`src/rtl/vending_pkg.sv`:
```
// Shared types and coin constants for the vending controller slice.
// The dispense sequencer uses the state type; the coin-counting FSM uses the coin values.
package vending_pkg;

  typedef enum logic [2:0] {
    IDLE,
    SEL,
    VEND,
    CHG_N,
    CHG_D,
    FAULT
  } disp_state_t;

  localparam int unsigned NICKEL_C  = 5;
  localparam int unsigned DIME_C    = 10;
  localparam int unsigned QUARTER_C = 25;
  localparam int unsigned PRICE_C   = 25;

endpackage

```
`src/rtl/vend_act_timer.sv`:
```
// Shared per-actuator cycle counter: reports when the minimum hold is met and when
// the current actuator has run out of time.
module vend_act_timer #(
  parameter int PULSE_CYCLES   = 4,
  parameter int TIMEOUT_CYCLES = 1000
) (
  input  logic clock,
  input  logic reset,
  input  logic clr,
  input  logic en,
  output logic min_ok,
  output logic expired
);

  localparam int CNT_W = $clog2(TIMEOUT_CYCLES + 1);
  localparam logic [CNT_W-1:0] MIN_V = CNT_W'(PULSE_CYCLES - 1);
  localparam logic [CNT_W-1:0] EXP_V = CNT_W'(TIMEOUT_CYCLES - 1);

  logic [CNT_W-1:0] cnt;
  logic [CNT_W-1:0] cnt_next;

  always_comb begin
    // NOTE: default first so every path assigns cnt_next and no latch is inferred.
    cnt_next = cnt;
    if (clr) begin
      cnt_next = '0;
    end else if (en && (cnt != '1)) begin
      cnt_next = cnt + CNT_W'(1);
    end
  end

  always_ff @(posedge clock) begin
    // NOTE: non-blocking assignment so every register samples pre-edge values.
    if (!reset) begin
      cnt <= '0;
    end else begin
      cnt <= cnt_next;
    end
  end

  always_comb begin
    min_ok  = (cnt >= MIN_V);
    expired = (cnt == EXP_V);
  end

endmodule

```
`src/rtl/vend_dispense_sequencer.sv`:
```
// Runs one vend job as bottle, then nickel, then dimes, one actuator at a time,
// with a one-cycle SEL gap between actuators and a latched fault on a stalled mechanism.
module vend_dispense_sequencer
  import vending_pkg::*;
#(
  parameter int PULSE_CYCLES   = 4,
  parameter int TIMEOUT_CYCLES = 1000
) (
  input  logic clock,
  input  logic reset,
  input  logic req_valid,
  input  logic req_deliver,
  input  logic req_nickel,
  input  logic req_dime,
  input  logic req_doubledime,
  output logic req_ready,
  input  logic mech_done,
  input  logic fault_clr,
  output logic motor_on,
  output logic eject_nickel,
  output logic eject_dime,
  output logic busy,
  output logic done,
  output logic fault
);

  disp_state_t state, state_next;
  logic        bottle, bottle_next;
  logic        nick, nick_next;
  logic [1:0]  dimes_left, dimes_next;
  logic        done_next;
  logic        active, min_ok, expired, exit_ok;

  assign active  = (state == VEND) || (state == CHG_N) || (state == CHG_D);
  // A mech_done arriving before the minimum hold is treated as stale and ignored.
  assign exit_ok = mech_done && min_ok;

  vend_act_timer #(
    .PULSE_CYCLES  (PULSE_CYCLES),
    .TIMEOUT_CYCLES(TIMEOUT_CYCLES)
  ) u_timer (
    .clock  (clock),
    .reset  (reset),
    .clr    (!active),
    .en     (active),
    .min_ok (min_ok),
    .expired(expired)
  );

  always_ff @(posedge clock) begin
    if (!reset) begin
      state      <= IDLE;
      bottle     <= 1'b0;
      nick       <= 1'b0;
      dimes_left <= 2'd0;
      done       <= 1'b0;
    end else begin
      state      <= state_next;
      bottle     <= bottle_next;
      nick       <= nick_next;
      dimes_left <= dimes_next;
      done       <= done_next;
    end
  end

  always_comb begin
    state_next  = state;
    bottle_next = bottle;
    nick_next   = nick;
    dimes_next  = dimes_left;
    done_next   = 1'b0;
    case (state)
      IDLE: begin
        if (req_valid) begin
          bottle_next = req_deliver;
          nick_next   = req_nickel;
          dimes_next  = {1'b0, req_dime} + {req_doubledime, 1'b0};
          state_next  = SEL;
        end
      end
      SEL: begin
        if (bottle)                  state_next = VEND;
        else if (nick)               state_next = CHG_N;
        else if (dimes_left != 2'd0) state_next = CHG_D;
        else begin
          state_next = IDLE;
          done_next  = 1'b1;
        end
      end
      // Ok exit is checked before timeout so a coinciding completion still counts.
      VEND: begin
        if (exit_ok) begin
          bottle_next = 1'b0;
          state_next  = SEL;
        end else if (expired) begin
          state_next = FAULT;
        end
      end
      CHG_N: begin
        if (exit_ok) begin
          nick_next  = 1'b0;
          state_next = SEL;
        end else if (expired) begin
          state_next = FAULT;
        end
      end
      CHG_D: begin
        if (exit_ok) begin
          dimes_next = dimes_left - 2'd1;
          state_next = SEL;
        end else if (expired) begin
          state_next = FAULT;
        end
      end
      FAULT: begin
        bottle_next = 1'b0;
        nick_next   = 1'b0;
        dimes_next  = 2'd0;
        if (fault_clr) state_next = IDLE;
      end
      default: state_next = IDLE;
    endcase
  end

  always_comb begin
    req_ready    = (state == IDLE);
    busy         = (state != IDLE);
    motor_on     = (state == VEND);
    eject_nickel = (state == CHG_N);
    eject_dime   = (state == CHG_D);
    fault        = (state == FAULT);
  end

endmodule

```
`config.mk`:
```
export PLATFORM = sky130hd
export DESIGN_NAME = vend_dispense_sequencer
export DESIGN_NICKNAME = d
export VERILOG_FILES = /design/src/rtl/vending_pkg.sv /design/src/rtl/vend_act_timer.sv /design/src/rtl/vend_dispense_sequencer.sv
export SDC_FILE = /design/constraint.sdc
export NUM_CORES = 1
export LEC_CHECK = 0
export ABC_AREA = 1
export CORE_MARGIN = 2
export CORE_UTILIZATION = 45
export CTS_CLUSTER_SIZE = 14
export DETAILED_ROUTE_END_ITERATION = 8
export PLACE_DENSITY = 0.69
export SETUP_SLACK_MARGIN = 0.1
export SYNTH_ARGS = -nofsm -noshare
export SYNTH_HDL_FRONTEND = slang
export SYNTH_HIERARCHICAL = 1
export SYNTH_SLANG_ARGS = --single-unit
```
`constraint.sdc`:
```
create_clock -name clock -period 2.93 [get_ports clock]
set_input_delay 0.586 -clock clock [delete_from_list [all_inputs] [get_ports clock]]
set_output_delay 0.586 -clock clock [all_outputs]
set_load 0.02 [all_outputs]
```
Word level (Yosys, flattened, before mapping)
Index checks and enable logic that the tools add are counted. W data, S select, Z words.

Register bits: 18. Input port bits: 9. Word-level logic and storage cells: 59.

$add $sub $neg: 3. Magnitude comparators: 1. Eq/ne operators: 13. Mux-type cells: 17. Bitwise operators: 2. Reductions and logical operators: 17.

Operator list (number): $mux W3 (7); $pmux W3 S4 (1); $reduce_and A3 Y1 (4); $reduce_bool A3 Y1 (4); $add A10 B1 Y10 const B (1); $eq A10 B10 Y1 const B (1); $ge A10 B2 Y1 const B (1); $ne A10 B10 Y1 const B (1); $eq A3 B2 Y1 const B (2); $eq A3 B3 Y1 const B (2); $ne A2 B1 Y1 const B (3); $pmux W1 S3 (2); $pmux W2 S3 (1); $mux W1 (4); $mux W2 (2); $ne A2 B2 Y1 const B (2); $reduce_or A4 Y1 (1); $eq A3 B1 Y1 const B (1); $logic_not A3 Y1 (1); $ne A3 B1 Y1 const B (1); $reduce_or A3 Y1 (1); $add A1 B2 Y2 (1); $logic_and A1 B1 Y1 (2); $logic_or A1 B1 Y1 (2); other kinds (4) (5).

Depth between registers and ports, before layout
Depth in word-level cells: 5. Depth in mapped cells: 11.

Modules after synthesis
Netlist, hierarchy kept.

By module, submodules not included: vend_dispense_sequencer (times used 1, cells an instance 99, area each 648.1 um^2); vend_act_timer (times used 1, cells an instance 97, area each 620.6 um^2).

Worst setup path before layout
Ideal clock, no wire load.

Path kind: flip-flop to flip-flop. Start point: register u_timer.cnt[0]. End point: register state[2]. Arrival time: 1357 ps. Path slack: 1460 ps. Cell stages (with the launch flop): 11. Path buffers: 0. Path through: dfxtp_1 -> ha_1 -> nand2_2 -> nor2_4 -> nand2_1 -> nor4_1 -> inv_1 -> nand3_4 -> nand2_1 -> nor2_1 -> nor2_1.

Elaborated cells on any way between the ends: 7. Classes of those cells: 1 x order compare; 2 x eq/ne; 2 x mux; 2 x reduce/logical.

RTL lines: from (decl) (line vend_act_timer.sv:19) `logic [CNT_W-1:0] cnt;`; from (signal assigned) (line vend_act_timer.sv:37) `cnt <= cnt_next;`; $eq A10 B10 Y1 (line vend_act_timer.sv:43) `expired = (cnt == EXP_V);`; net expired (line vend_dispense_sequencer.sv:32) `logic active, min_ok, expired, exit_ok;`; $ne A3 B1 Y1 (no source line); $reduce_and A3 Y1 (no source line); to (signal assigned) (line vend_dispense_sequencer.sv:58) `state <= state_next;`; to (decl) (line vend_dispense_sequencer.sv:27) `disp_state_t state, state_next;`.

The timed path passes the listed nets, and every way through them passes these cells. A chain may end at the register's enable or synchronous reset.

Worst setup path after layout
Start point: register state[1]. End point: output port motor_on.

Cells in the longest elaborated chain, start to end: 1.

Ends and longest elaborated chain: $eq A3 B2 Y1 (line vend_dispense_sequencer.sv:128) `motor_on = (state == VEND);`; to (decl) (line vend_dispense_sequencer.sv:19) `output logic motor_on,`.

Every way passes these cells.

==> metrics <==
number of nets produced by synthesis=roughly 210; Switch Pwr=around 0.64 mW; non-filler instance count after layout=approximately 240; cells along the critical path=inv_2, nor2_1, nand2_1, inv_1, clkdlybuf4s50_1; arrival time of the worst setup path=1.76 ns; global-route congestion overflow total=0; upper clock frequency limit=0.4258 GHz; Sw Ratio=between 40% and 50%; Critical Setup Path Class=reg2out; Hold Crit Start=u_timer/cnt[1]; count of cells resized by post-cts repair=0; cts bufs inserted=3; die span in y=~57 µm; max-cap check violation count=0; startpoint type of the worst setup path=flip-flop; worst vdd rail ir drop=0.5938 mV; normalized max-slew margin=approximately three quarters; clock tree from TritonCTS=done; Crit path required time=roughly 2.3 ns; clock insertion delay at the later pin of the skew report=0.28 ns; Fin Setup TNS=0 ns; Reg2Reg Launch Point=u_timer/cnt[0]; share of synthesized area occupied by flip-flops and latches=about 28%; total die area=3260 µm²; ratio of routed vias to standard cells=between 5 and 6; overall track demand over capacity in global routing=17.17%; Final period util=about 80%; htree depth=1; # placed instances=239; vias in the first global route=between 1000 and 1500; final slew viol count=0; final setup violation count=0; Synth warnings=6; layout cells sized above 1=between 10% and 20%; Tightest Hold Check Type=reg2reg; synthesis-stage register bit count=18; buffers inserted by post-CTS timing repair=0; Largest stage delay, worst path=just under 0.6 ns; standard-cell row count=19; antenna violations before repair=0; maximum fanout encountered on the critical timing path=6; Worst Hold Endpoint=u_timer/cnt[1]; worst slack after detailed placement=~0.90 ns; unrepaired setup endpoints after global routing=false; r2r setup slk=about 1.2 ns; Chip Width=around 57 µm; worst flop-to-flop path endpoint=state[2]; detailed-router iteration count before antenna repair=5; design internal power=between 0.6 and 0.7 mW; sequential power share=roughly 28%; final setup margin=roughly 0.58 ns; clock transition at the registers of the reported paths=approximately 0.1 ns; PwrDens=between 900 and 1000 nW/µm²; number of hold violations in the final report=0; Crit. End Element=primary output; Total Nets Final=~220; average footprint of a synthesized cell=6.473 µm²; io pins=16; number of standard cells after synthesis=a little under 200; largest net degree at the start of global routing=15; leakage power summed over all cells=roughly 0.64 nW; vias=between 1000 and 1500; most frequent standard cell in the layout excluding fill and tap cells=nand2_1; outcome=finished, final reports clean; number of distinct library cells after synthesis=25; worst hold stages=2; cell at the root of the clock tree=clkbuf_4; transition time of the tightest slew-check pin=~0.4 ns; placed wire-length estimate=between 2000 and 2500 µm; post-cts hold buffer count=0; final critical-path required period=approximately 2.3 ns; Fill cells=276; part of the total power dissipated in the clock network=between 10% and 20%; Antenna Diode Count=0; Layout area overhead=15.38%; depth of the worst register-to-register path=11; number of design-rule violations left by the first detailed-router iteration=26; Gate power share=between 60 and 70%; Max Buffers Root-to-Sink=2; Core Box Area=roughly 2700 µm²; average routed wire per standard cell=roughly 11 µm; slowest CP cell=clkdlybuf4s50_1; remaining design rule violation count=0; clock sink total=18; wire length of the first global-routing pass=4560 µm; Max Clock Skew=roughly 0.0016 ns; leading cell types in the layout, fill and taps excluded=50 x nand2_1, 37 x nor2_1, 23 x inv_1; RePlAce Congestion=0.8200; detailed-route wire length=2625 µm; initial standard-cell utilization of the core=between 40% and 50%; Final ANT Viol Nets=0; post-synthesis instance area=roughly 1300 µm²; count of buffers inserted at the top-level ports=15
power groups by stage:
stage	Combinational (mW)	Sequential (mW)	Clock, mW
floorplan	0.644	0.352	0
global placement	0.798	0.377	0
detailed placement	0.814	0.381	0
CTS	0.815	0.375	0.158
global route	0.925	0.383	0.168
finish	0.813	0.375	0.147
routing by layer:
metal,global-route usage (%),vias up,share of wire [%]
met5,0,-,0
met4,6.312,0,0.65
met3,2.948,2,4.2
met2,32.51,24,51
met1,18.96,556,45
li1,-,642,-
metrics by stage:
step | utilization [%] | hold WS (ns) | cell area, µm² | total power [mW]
after floorplan | - | 0.4675 | 1269 | 0.9957
after global placement | 52.68 | 0.4864 | 1428 | 1.175
after detailed placement | 52.68 | 0.5103 | 1428 | 1.195
after CTS | 54.02 | 0.5264 | 1464 | 1.348
after global routing | 54.02 | 0.5618 | 1464 | 1.476
final | 54.02 | 0.5198 | 1464 | 1.334
cell usage after synthesis (all sizes together):
cell | number | area, µm²
nor3 | 3 | 25.02
nand2 | 55 | 234.0
dfxtp | 18 | 360.4
nand3b | 2 | 18.77
ha | 2 | 25.02
nand3 | 25 | 177.7
buf | 3 | 30.03
nand4 | 1 | 6.260
a21oi | 8 | 40.04
inv | 27 | 101.3
nor2 | 46 | 215.2
nor3b | 1 | 7.510
o21ai | 3 | 15.01
nor4 | 2 | 12.51
registers in the layout, summed over array words and instances, names as in the netlist:
signal and flops:
done 1, state 3, dimes_left 2, u_timer/cnt 10, bottle 1, nick 1
worst max-delay path by stage:
stage                           to  cells past startpoint           start
after detailed placement  motor_on                      5        state[1]
final                     motor_on                      5        state[1]
after CTS                 motor_on                      5        state[1]
after global placement    motor_on                      5        state[1]
after global routing      motor_on                      5        state[1]
after floorplan           state[2]                     10  u_timer/cnt[0]
final cells by class:
| class | count | area [µm²] | area share [%] |
|---|---|---|---|
| inverters | 27 | 101.3 | 6.923 |
| multi-input cells | 148 | 777.0 | 53.08 |
| repair buffers | 15 | 150.1 | 10.26 |
| clock buffers | 4 | 36.28 | 2.479 |
| well taps | 31 | 38.79 | 2.650 |
| flip-flops and latches | 18 | 360.3 | 24.62 |
worst max-delay path: cells and delay by family, from the launching register on:
family | cells | cell delay [ns]
buffers and inverters | 3 | 0.74
DFF | 1 | 0.49
and+or+nand+nor | 2 | 0.24
cells by family (layout without fill, tap and decap cells):
family,Yosys count,after routing,synth area share [%]
adders and majority gates,2,2,1.972
buffers and inverters,30,46,10.35
AOI/OAI and AO/OA,11,11,4.339
DFF,18,18,28.40
and+or+nand+nor,135,135,54.93
(Power assumes the default switching activity.)
